## config.mk

```make
export PLATFORM = sky130hd
export DESIGN_NAME = booth_mult_seq
export DESIGN_NICKNAME = d
export VERILOG_FILES = /design/src/rtl/booth_pkg.sv /design/src/rtl/booth_addsub.sv /design/src/rtl/booth_mult_seq.sv
export SDC_FILE = /design/constraint.sdc
export NUM_CORES = 1
export LEC_CHECK = 0
export ABC_AREA = 1
export CORE_ASPECT_RATIO = 0.8
export CORE_MARGIN = 3
export CORE_UTILIZATION = 25
export DETAILED_ROUTE_END_ITERATION = 7
export PLACE_DENSITY_LB_ADDON = 0.08
export SLEW_MARGIN = 40
export SYNTH_ARGS = -nofsm -noshare
export SYNTH_HDL_FRONTEND = slang
export SYNTH_SLANG_ARGS = --single-unit
```

## constraint.sdc

```tcl
create_clock -name clk -period 2.6 [get_ports clk]
set_clock_uncertainty 0.1 [all_clocks]
set_input_delay 0.39 -clock clk [delete_from_list [all_inputs] [get_ports clk]]
set_output_delay 0.39 -clock clk [all_outputs]
set_load 0.01 [all_outputs]
```

## src/rtl/booth_pkg.sv

```systemverilog
// Shared types and constants for the sequential radix-2 Booth multiplier.
package booth_pkg;

  localparam int unsigned BOOTH_N = 8;

  typedef enum logic [1:0] {
    IDLE = 2'd0,
    RUN  = 2'd1,
    DONE = 2'd2
  } state_t;

  // Booth pair {Q[0], Q-1} decode
  localparam logic [1:0] ADD = 2'b01;
  localparam logic [1:0] SUB = 2'b10;

endpackage

```

## src/rtl/booth_addsub.sv

```systemverilog
// Combinational Booth step: adds, subtracts or passes the sign-extended
// multiplicand into the N+1-bit accumulator, before the arithmetic shift.
module booth_addsub
  import booth_pkg::*;
#(
  parameter int unsigned N = BOOTH_N
) (
  input  logic [N:0]   a_i,
  input  logic [N-1:0] m_i,
  input  logic [1:0]   pair_i,
  output logic [N:0]   a_o
);

  logic [N:0] m_ext;

  always_comb begin
    m_ext = {m_i[N-1], m_i};
    a_o   = a_i;
    case (pair_i)
      ADD:     a_o = a_i + m_ext;
      SUB:     a_o = a_i - m_ext;
      default: ;
    endcase
  end

endmodule

```

## src/rtl/booth_mult_seq.sv

```systemverilog
// Sequential radix-2 Booth multiplier, one iteration per clock, start/done handshake.
// Optional sticky start-while-busy flag `err` when BOOTH_ERR_EN is defined.
module booth_mult_seq
  import booth_pkg::*;
#(
  parameter int unsigned N = BOOTH_N
) (
  input  logic           clk,
  input  logic           clr,
  input  logic           start,
  input  logic [N-1:0]   mcand,
  input  logic [N-1:0]   mplier,
  output logic           ready,
  output logic           done,
  output logic [2*N-1:0] product
`ifdef BOOTH_ERR_EN
  ,
  output logic           err
`endif
);

  localparam int unsigned CW = $clog2(N) + 1;

  state_t           state_q, state_d;
  logic [N:0]       a_q, a_d;
  logic [N-1:0]     q_q, q_d;
  logic             qm1_q, qm1_d;
  logic [N-1:0]     m_q, m_d;
  logic [CW-1:0]    cnt_q, cnt_d;
  logic [2*N-1:0]   product_q, product_d;
  logic             ready_q, ready_d;
  logic             done_q, done_d;
  logic             err_q, err_d;

  logic [N:0]       a_add;
  logic [N:0]       a_sh;
  logic [N-1:0]     q_sh;

  booth_addsub #(.N(N)) u_addsub (
    .a_i    (a_q),
    .m_i    (m_q),
    .pair_i ({q_q[0], qm1_q}),
    .a_o    (a_add)
  );

  // Arithmetic right shift of {A, Q, Q-1}; Q-1 takes the old Q[0]
  assign a_sh = {a_add[N], a_add[N:1]};
  assign q_sh = {a_add[0], q_q[N-1:1]};

  always_ff @(posedge clk or posedge clr) begin
    if (clr) begin
      state_q   <= IDLE;
      a_q       <= '0;
      q_q       <= '0;
      qm1_q     <= 1'b0;
      m_q       <= '0;
      cnt_q     <= '0;
      product_q <= '0;
      ready_q   <= 1'b1;
      done_q    <= 1'b0;
      err_q     <= 1'b0;
    end else begin
      state_q   <= state_d;
      a_q       <= a_d;
      q_q       <= q_d;
      qm1_q     <= qm1_d;
      m_q       <= m_d;
      cnt_q     <= cnt_d;
      product_q <= product_d;
      ready_q   <= ready_d;
      done_q    <= done_d;
      err_q     <= err_d;
    end
  end

  always_comb begin
    state_d   = state_q;
    a_d       = a_q;
    q_d       = q_q;
    qm1_d     = qm1_q;
    m_d       = m_q;
    cnt_d     = cnt_q;
    product_d = product_q;
    err_d     = err_q;

    case (state_q)
      IDLE: begin
        if (start) begin
          m_d     = mcand;
          a_d     = '0;
          q_d     = mplier;
          qm1_d   = 1'b0;
          cnt_d   = '0;
          state_d = RUN;
        end
      end
      RUN: begin
        a_d   = a_sh;
        q_d   = q_sh;
        qm1_d = q_q[0];
        cnt_d = cnt_q + CW'(1);
        if (cnt_q == CW'(N - 1)) begin
          product_d = {a_sh[N-1:0], q_sh};
          state_d   = DONE;
        end
      end
      DONE:    state_d = IDLE;
      default: state_d = IDLE;
    endcase

    ready_d = (state_d == IDLE);
    done_d  = (state_d == DONE);

`ifdef BOOTH_ERR_EN
    err_d = err_q | (start & ~ready_q);
`else
    err_d = 1'b0;
`endif
  end

  assign ready   = ready_q;
  assign done    = done_q;
  assign product = product_q;

`ifdef BOOTH_ERR_EN
  assign err = err_q;
`endif

endmodule

```

After elaboration in Yosys (flattened, before gate mapping) --
Cells that the tools add are included.
Storage, ports and cells: register bits 50, logic and storage cells 36
Operators by class: mux-type cells 12, reduce and logical (&&, ||, !) cells 6, $add $sub $neg 3, equal/unequal tests 6
Operators with widths (count):
- 9-bit one-hot mux with 2 select lines | 2
- 8-bit one-hot mux with 2 select lines | 1
- 9-bit adder | 1
- 9-bit 2-to-1 mux | 1
- 9-bit subtractor | 1
- 8-bit 2-to-1 mux | 1
- 4-bit one-hot mux with 2 select lines | 1
- 2-bit AND reduction | 3
- 4-bit by 1-bit adder with 4-bit output, second input constant | 1
- 2-bit by 1-bit equality test with 1-bit output, second input constant | 2
- 2-bit equality test, second input constant | 2
- 4-bit by 3-bit equality test with 1-bit output, second input constant | 1
- 2-bit zero test | 2
- 2-bit 2-to-1 mux | 2
- 4-bit 2-to-1 mux | 1
- 2-bit one-hot mux with 2 select lines | 1
- 2-bit inequality test, second input constant | 1
- 1-bit one-hot mux with 2 select lines | 1
- 2-bit nonzero test | 1
- 1-bit 2-to-1 mux | 1

Depth between registers and ports, before layout --
depth after elaboration 4, depth in mapped cells 20, gate-level depth less buffers 20

Modules after synthesis --
From an unflattened synthesis, not the netlist that was laid out.
Second synthesis, totals: cell total of the unflattened synthesis 349, area, all modules 2725.1 um^2
By module, submodules not included:
- booth_mult_seq | cells an instance 222, area each 1999.4 um^2, instances 1
- booth_addsub | cells an instance 127, area each 725.7 um^2, instances 1

Worst setup path after synthesis --
OpenSTA, ideal clock, no wires.
path type register to register, start point register m_q[0], end point register a_q[7], data required time 2.384 ns, path slack 0.297 ns, data arrival time 2.087 ns, path buffers 0, cell stages (with the launch flop) 20, clock period less this slack 2.303 ns, cell sequence dfrtp_1 -> inv_1 -> ha_1 -> nand2_1 -> nor2_1 -> nor2_1 -> a21oi_1 -> xnor2_1 -> inv_1 -> ha_1 -> nand2_1 -> inv_1 -> nand2_1 -> nand2_1 -> a21oi_1 -> nand2_1 -> nand4_1 -> nand2_1 -> nand2_1 -> nand2_1
Between the ends: cells in the longest elaborated chain, start to end 3, elaborated cells on any way between the ends 4, classes of those cells add/sub (2); mux (2)
RTL lines:
- start: declaration | line booth_mult_seq.sv:28 | logic [N-1:0] m_q, m_d;
- start signal: assignment | line booth_mult_seq.sv:67 | m_q <= m_d;
- 9-bit subtractor / 9-bit adder (equally long branches) | line booth_addsub.sv:21, booth_addsub.sv:20
- 9-bit one-hot mux with 2 select lines * | line booth_addsub.sv:19 | case (pair_i)
- 9-bit one-hot mux with 2 select lines * | line booth_mult_seq.sv:86 | case (state_q)
- end signal: assignment | line booth_mult_seq.sv:53 | a_q <= '0;
- end signal: assignment | line booth_mult_seq.sv:64 | a_q <= a_d;
- end: declaration | line booth_mult_seq.sv:25 | logic [N:0] a_q, a_d;
Mark *: on every way between the ends. The rest lies on a longest branch, timed or not. A chain may end at the register's enable or synchronous reset.

Final worst setup path --
start point register m_q[0], end point register product_q[15] (netlist: product[15])
Between the ends: cells in the longest elaborated chain, start to end 2, elaborated cells on any way between the ends 3, classes of those cells add/sub (2); mux (1)
RTL lines:
- 9-bit subtractor / 9-bit adder (equally long branches) | line booth_addsub.sv:21, booth_addsub.sv:20
- 9-bit one-hot mux with 2 select lines * | line booth_addsub.sv:19
- end signal: assignment | line booth_mult_seq.sv:69 | product_q <= product_d;
- end: declaration | line booth_mult_seq.sv:30 | logic [2*N-1:0] product_q, product_d;
Marks and branches as above.

==> impl_metrics.py <==
metrics = {
    "route": {
        "dr_wl_met3_um": 233,
        "detail-route-antenna-nets": 0,
        "route.detailed.drc": 0,
        "detail_route.first_pass.iterations": 4,
        "routed.top_layer": "met4",
        "wl_per_cell_um": 13.2,
        "detail_route.iter0.violations": 113,
        "wl_met2_um": 2870,
        "routed_wl_um": 6550,
        "num_vias": 2186,
        "drt-met1-wl_um": 3380,
        "via_per_inst": 4.40,
    },
    "die": {
        "initial_core_util": 0.263,
        "core_area_mm2": 0.00985,
        "std_cell_rows": 32,
        "die_area_mm2": 0.0116,
        "die-height_um": 97.1,
        "io-pin-count": 37,
        "floorplan_die_width_um": 120,
    },
    "cts": {
        "numCtsBuffers": 5,
        "clk_latency_ns": 0.30,
        "tritoncts_num_sinks": 49,
        "htreeDepth": 2,
        "max-clock-path-buffers": 2,
        "clk_pin_slew_worst_paths_ns": 0.07,
        "clock-root-buffer": "clkbuf_16",
        "clock_tree_from_tritoncts": "done",
    },
    "hold_path": {
        "worstHoldPathType": "in2async",
    },
    "setup_path": {
        "start_kind": "register",
        "worstPathMaxFanout": 4,
        "data_required_time_at_the_worst_endpoint_ns": 2.74,
        "crit_arrival_ns": 2.56,
        "critical_path.reg2reg.endpoint": "product[15]$_DFFE_PP0P_",
        "ff2ff_path_depth": 19,
        "r2r_start": "m_q[0]$_DFFE_PP0P_",
        "worst-r2r-setup-slack_ns": 0.17,
        "critical_path_class": "reg2reg",
        "end_kind": "register",
    },
    "timing": {
        "finalCritPeriodShare": 0.933,
        "final_critical_period_ns": 2.43,
        "timing_worst_slew_pin_value_ns": 0.469,
        "final-hold-violation-count": 0,
        "relSlewSlack": 0.687,
        "setup_viol": 0,
        "finalMaxSlewViolations": 0,
        "max_clock_freq_mhz": 412,
    },
    "logic_synthesis": {
        "ys_ff_latch": 49,
        "ys_seq_area_frac": 0.474,
        "yosys-top-cells-count": "115 x nand2_1, 48 x dfrtp_1, 34 x inv_1",
        "synthDominantAreaCellType": "dfrtp_1",
        "postSynthCellCount": 317,
        "synth_top_area_share": 0.464,
        "synth_edf_count": 0,
        "synth_area_mm2": 0.00259,
        "netlist_top_cells_area": "dfrtp_1 46%, nand2_1 17%, ha_1 5.3%",
        "synth_fp_nets": 348,
        "synth_most_common_cell": "nand2_1",
        "synth-main-ff-cell": "dfrtp_1",
        "syn_avg_cell_area_um2": 8.17,
        "async_flop_share": 1.00,
        "yosysWarnings": 0,
        "synth_cell_types": 35,
    },
    "job": {
        "timing.max_cap.violations": 0,
    },
    "grt": {
        "grt_pass1_vias": 2229,
        "number_of_antenna_violations_at_the_first_check_in_global_routing": 0,
        "grt_overflow": 0,
        "grt_first_pass_wirelength_um": 11300,
        "grt_start_max_net_pins": 31,
        "grt_util_all_layers": 0.121,
    },
    "layout": {
        "area_delta_synth_final_pct": 32.5,
        "antenna_cells": 0,
        "num-nets-final": 391,
        "final_core_utilization": 0.349,
        "post_route_cells_drive_above_1_share": 0.150,
    },
    "placed_design": {
        "portBuffers": 36,
        "detailedPlacementHpwl_um": 4720,
        "gp_congestion": 0.793,
    },
    "status": {
        "status": "complete, no violations",
    },
}
-- cell usage in the layout (no fill, tap or decap), types with 3 or more instances in the layout --
master	instances
a22o_1	3
inv_2	7
buf_4	9
a31oi_1	3
nand3_1	12
a21oi_1	5
nor2_1	7
dfrtp_1	48
clkdlybuf4s50_1	36
a21oi_2	5
clkbuf_16	5
o21ai_0	22
inv_1	30
a22oi_1	3
o211ai_1	7
nor2_4	4
nand2_1	111
ha_4	5
nand3_2	3
xor2_1	4
ha_1	4
-- per-stage QoR --
stage                     setup TNS [ns]  worst slack, ns  cells  hold WS, ns  area [µm²]
after CTS                              0           0.0478    495        0.340        3300
after floorplan                        0            0.297    317        0.356        2590
after detailed placement               0           0.0107    487        0.369        3130
after global routing             -0.0415          -0.0225    497        0.353        3430
final                                  0            0.174    497        0.329        3430
after global placement           -0.0190          -0.0136    487        0.364        3130
-- worst max path at each step --
stage / end / slack [ns] / startpoint / cells past startpoint
floorplan: a_q[7]$_DFFE_PP0P_ / 0.30 / m_q[0]$_DFFE_PP0P_ / 19
global placement: product[14]$_DFFE_PP0P_ / -0.01 / m_q[0]$_DFFE_PP0P_ / 16
detailed placement: product[14]$_DFFE_PP0P_ / 0.01 / m_q[0]$_DFFE_PP0P_ / 16
CTS: product[15]$_DFFE_PP0P_ / 0.05 / m_q[0]$_DFFE_PP0P_ / 18
global route: product[15]$_DFFE_PP0P_ / -0.02 / m_q[0]$_DFFE_PP0P_ / 20
finish: product[15]$_DFFE_PP0P_ / 0.17 / m_q[0]$_DFFE_PP0P_ / 19
-- cell type report --
cell class              instances  area, µm²
fillers                      1074       6410
multi-input cells             221       1290
flip-flops and latches         49       1230
repair buffers                 46        448
well taps                     136        170
clock buffers                   6        139
inverters                      37        139
clock inverters                 2       17.5
-- critical path, cell delays in order, from the launching register on --
cell and delay, ns:
dfrtp_1 0.39, inv_2 0.09, ha_4 0.15, nand2_4 0.06, nor2_4 0.14, nor2_4 0.06, a21oi_2 0.11, xnor2_1 0.13
inv_1 0.10, ha_4 0.31, nand2_4 0.06, nor2_4 0.12, nand2_1 0.07, nand3_1 0.07, nand2_1 0.07, nand3_1 0.09
nand2_1 0.05, nand2_1 0.08, nand2_1 0.05, nand2_1 0.07
-- repair_timing --
item | in CTS | in global routing
gates resized for setup | 1 | 30
hold buffers | 0 | 0
hold endpoints to repair | 0 | 0
setup endpoints to repair | 4 | 11
pin swaps | 0 | 10
setup buffers | 0 | 2
-- state kept, by name, summed over array words and instances, names as in the netlist --
register / count
product: 16
done: 1
ready: 1
m_q: 8
q_q: 8
state_q: 2
a_q: 8
qm1_q: 1
cnt_q: 4
-- layer usage --
layer,vias to the layer above,track usage
li1,1106,-
met1,1037,0.172
met2,35,0.184
met3,8,0.0297
met4,0,0.0317
met5,-,0
-- cell families after synthesis --
kind of cell,Yosys count,synth area share
and+or+nand+nor,147,0.235
AOI/OAI and AO/OA,56,0.132
DFF,49,0.474
buffers and inverters,47,0.0777
adders and majority gates,12,0.0608
xor gates and xnor gates,5,0.0169
muxes,1,0.00386
Power is left out: the tool's default activity adds up to more than one toggle a clock period on the data nets, which glitch-free logic cannot reach.
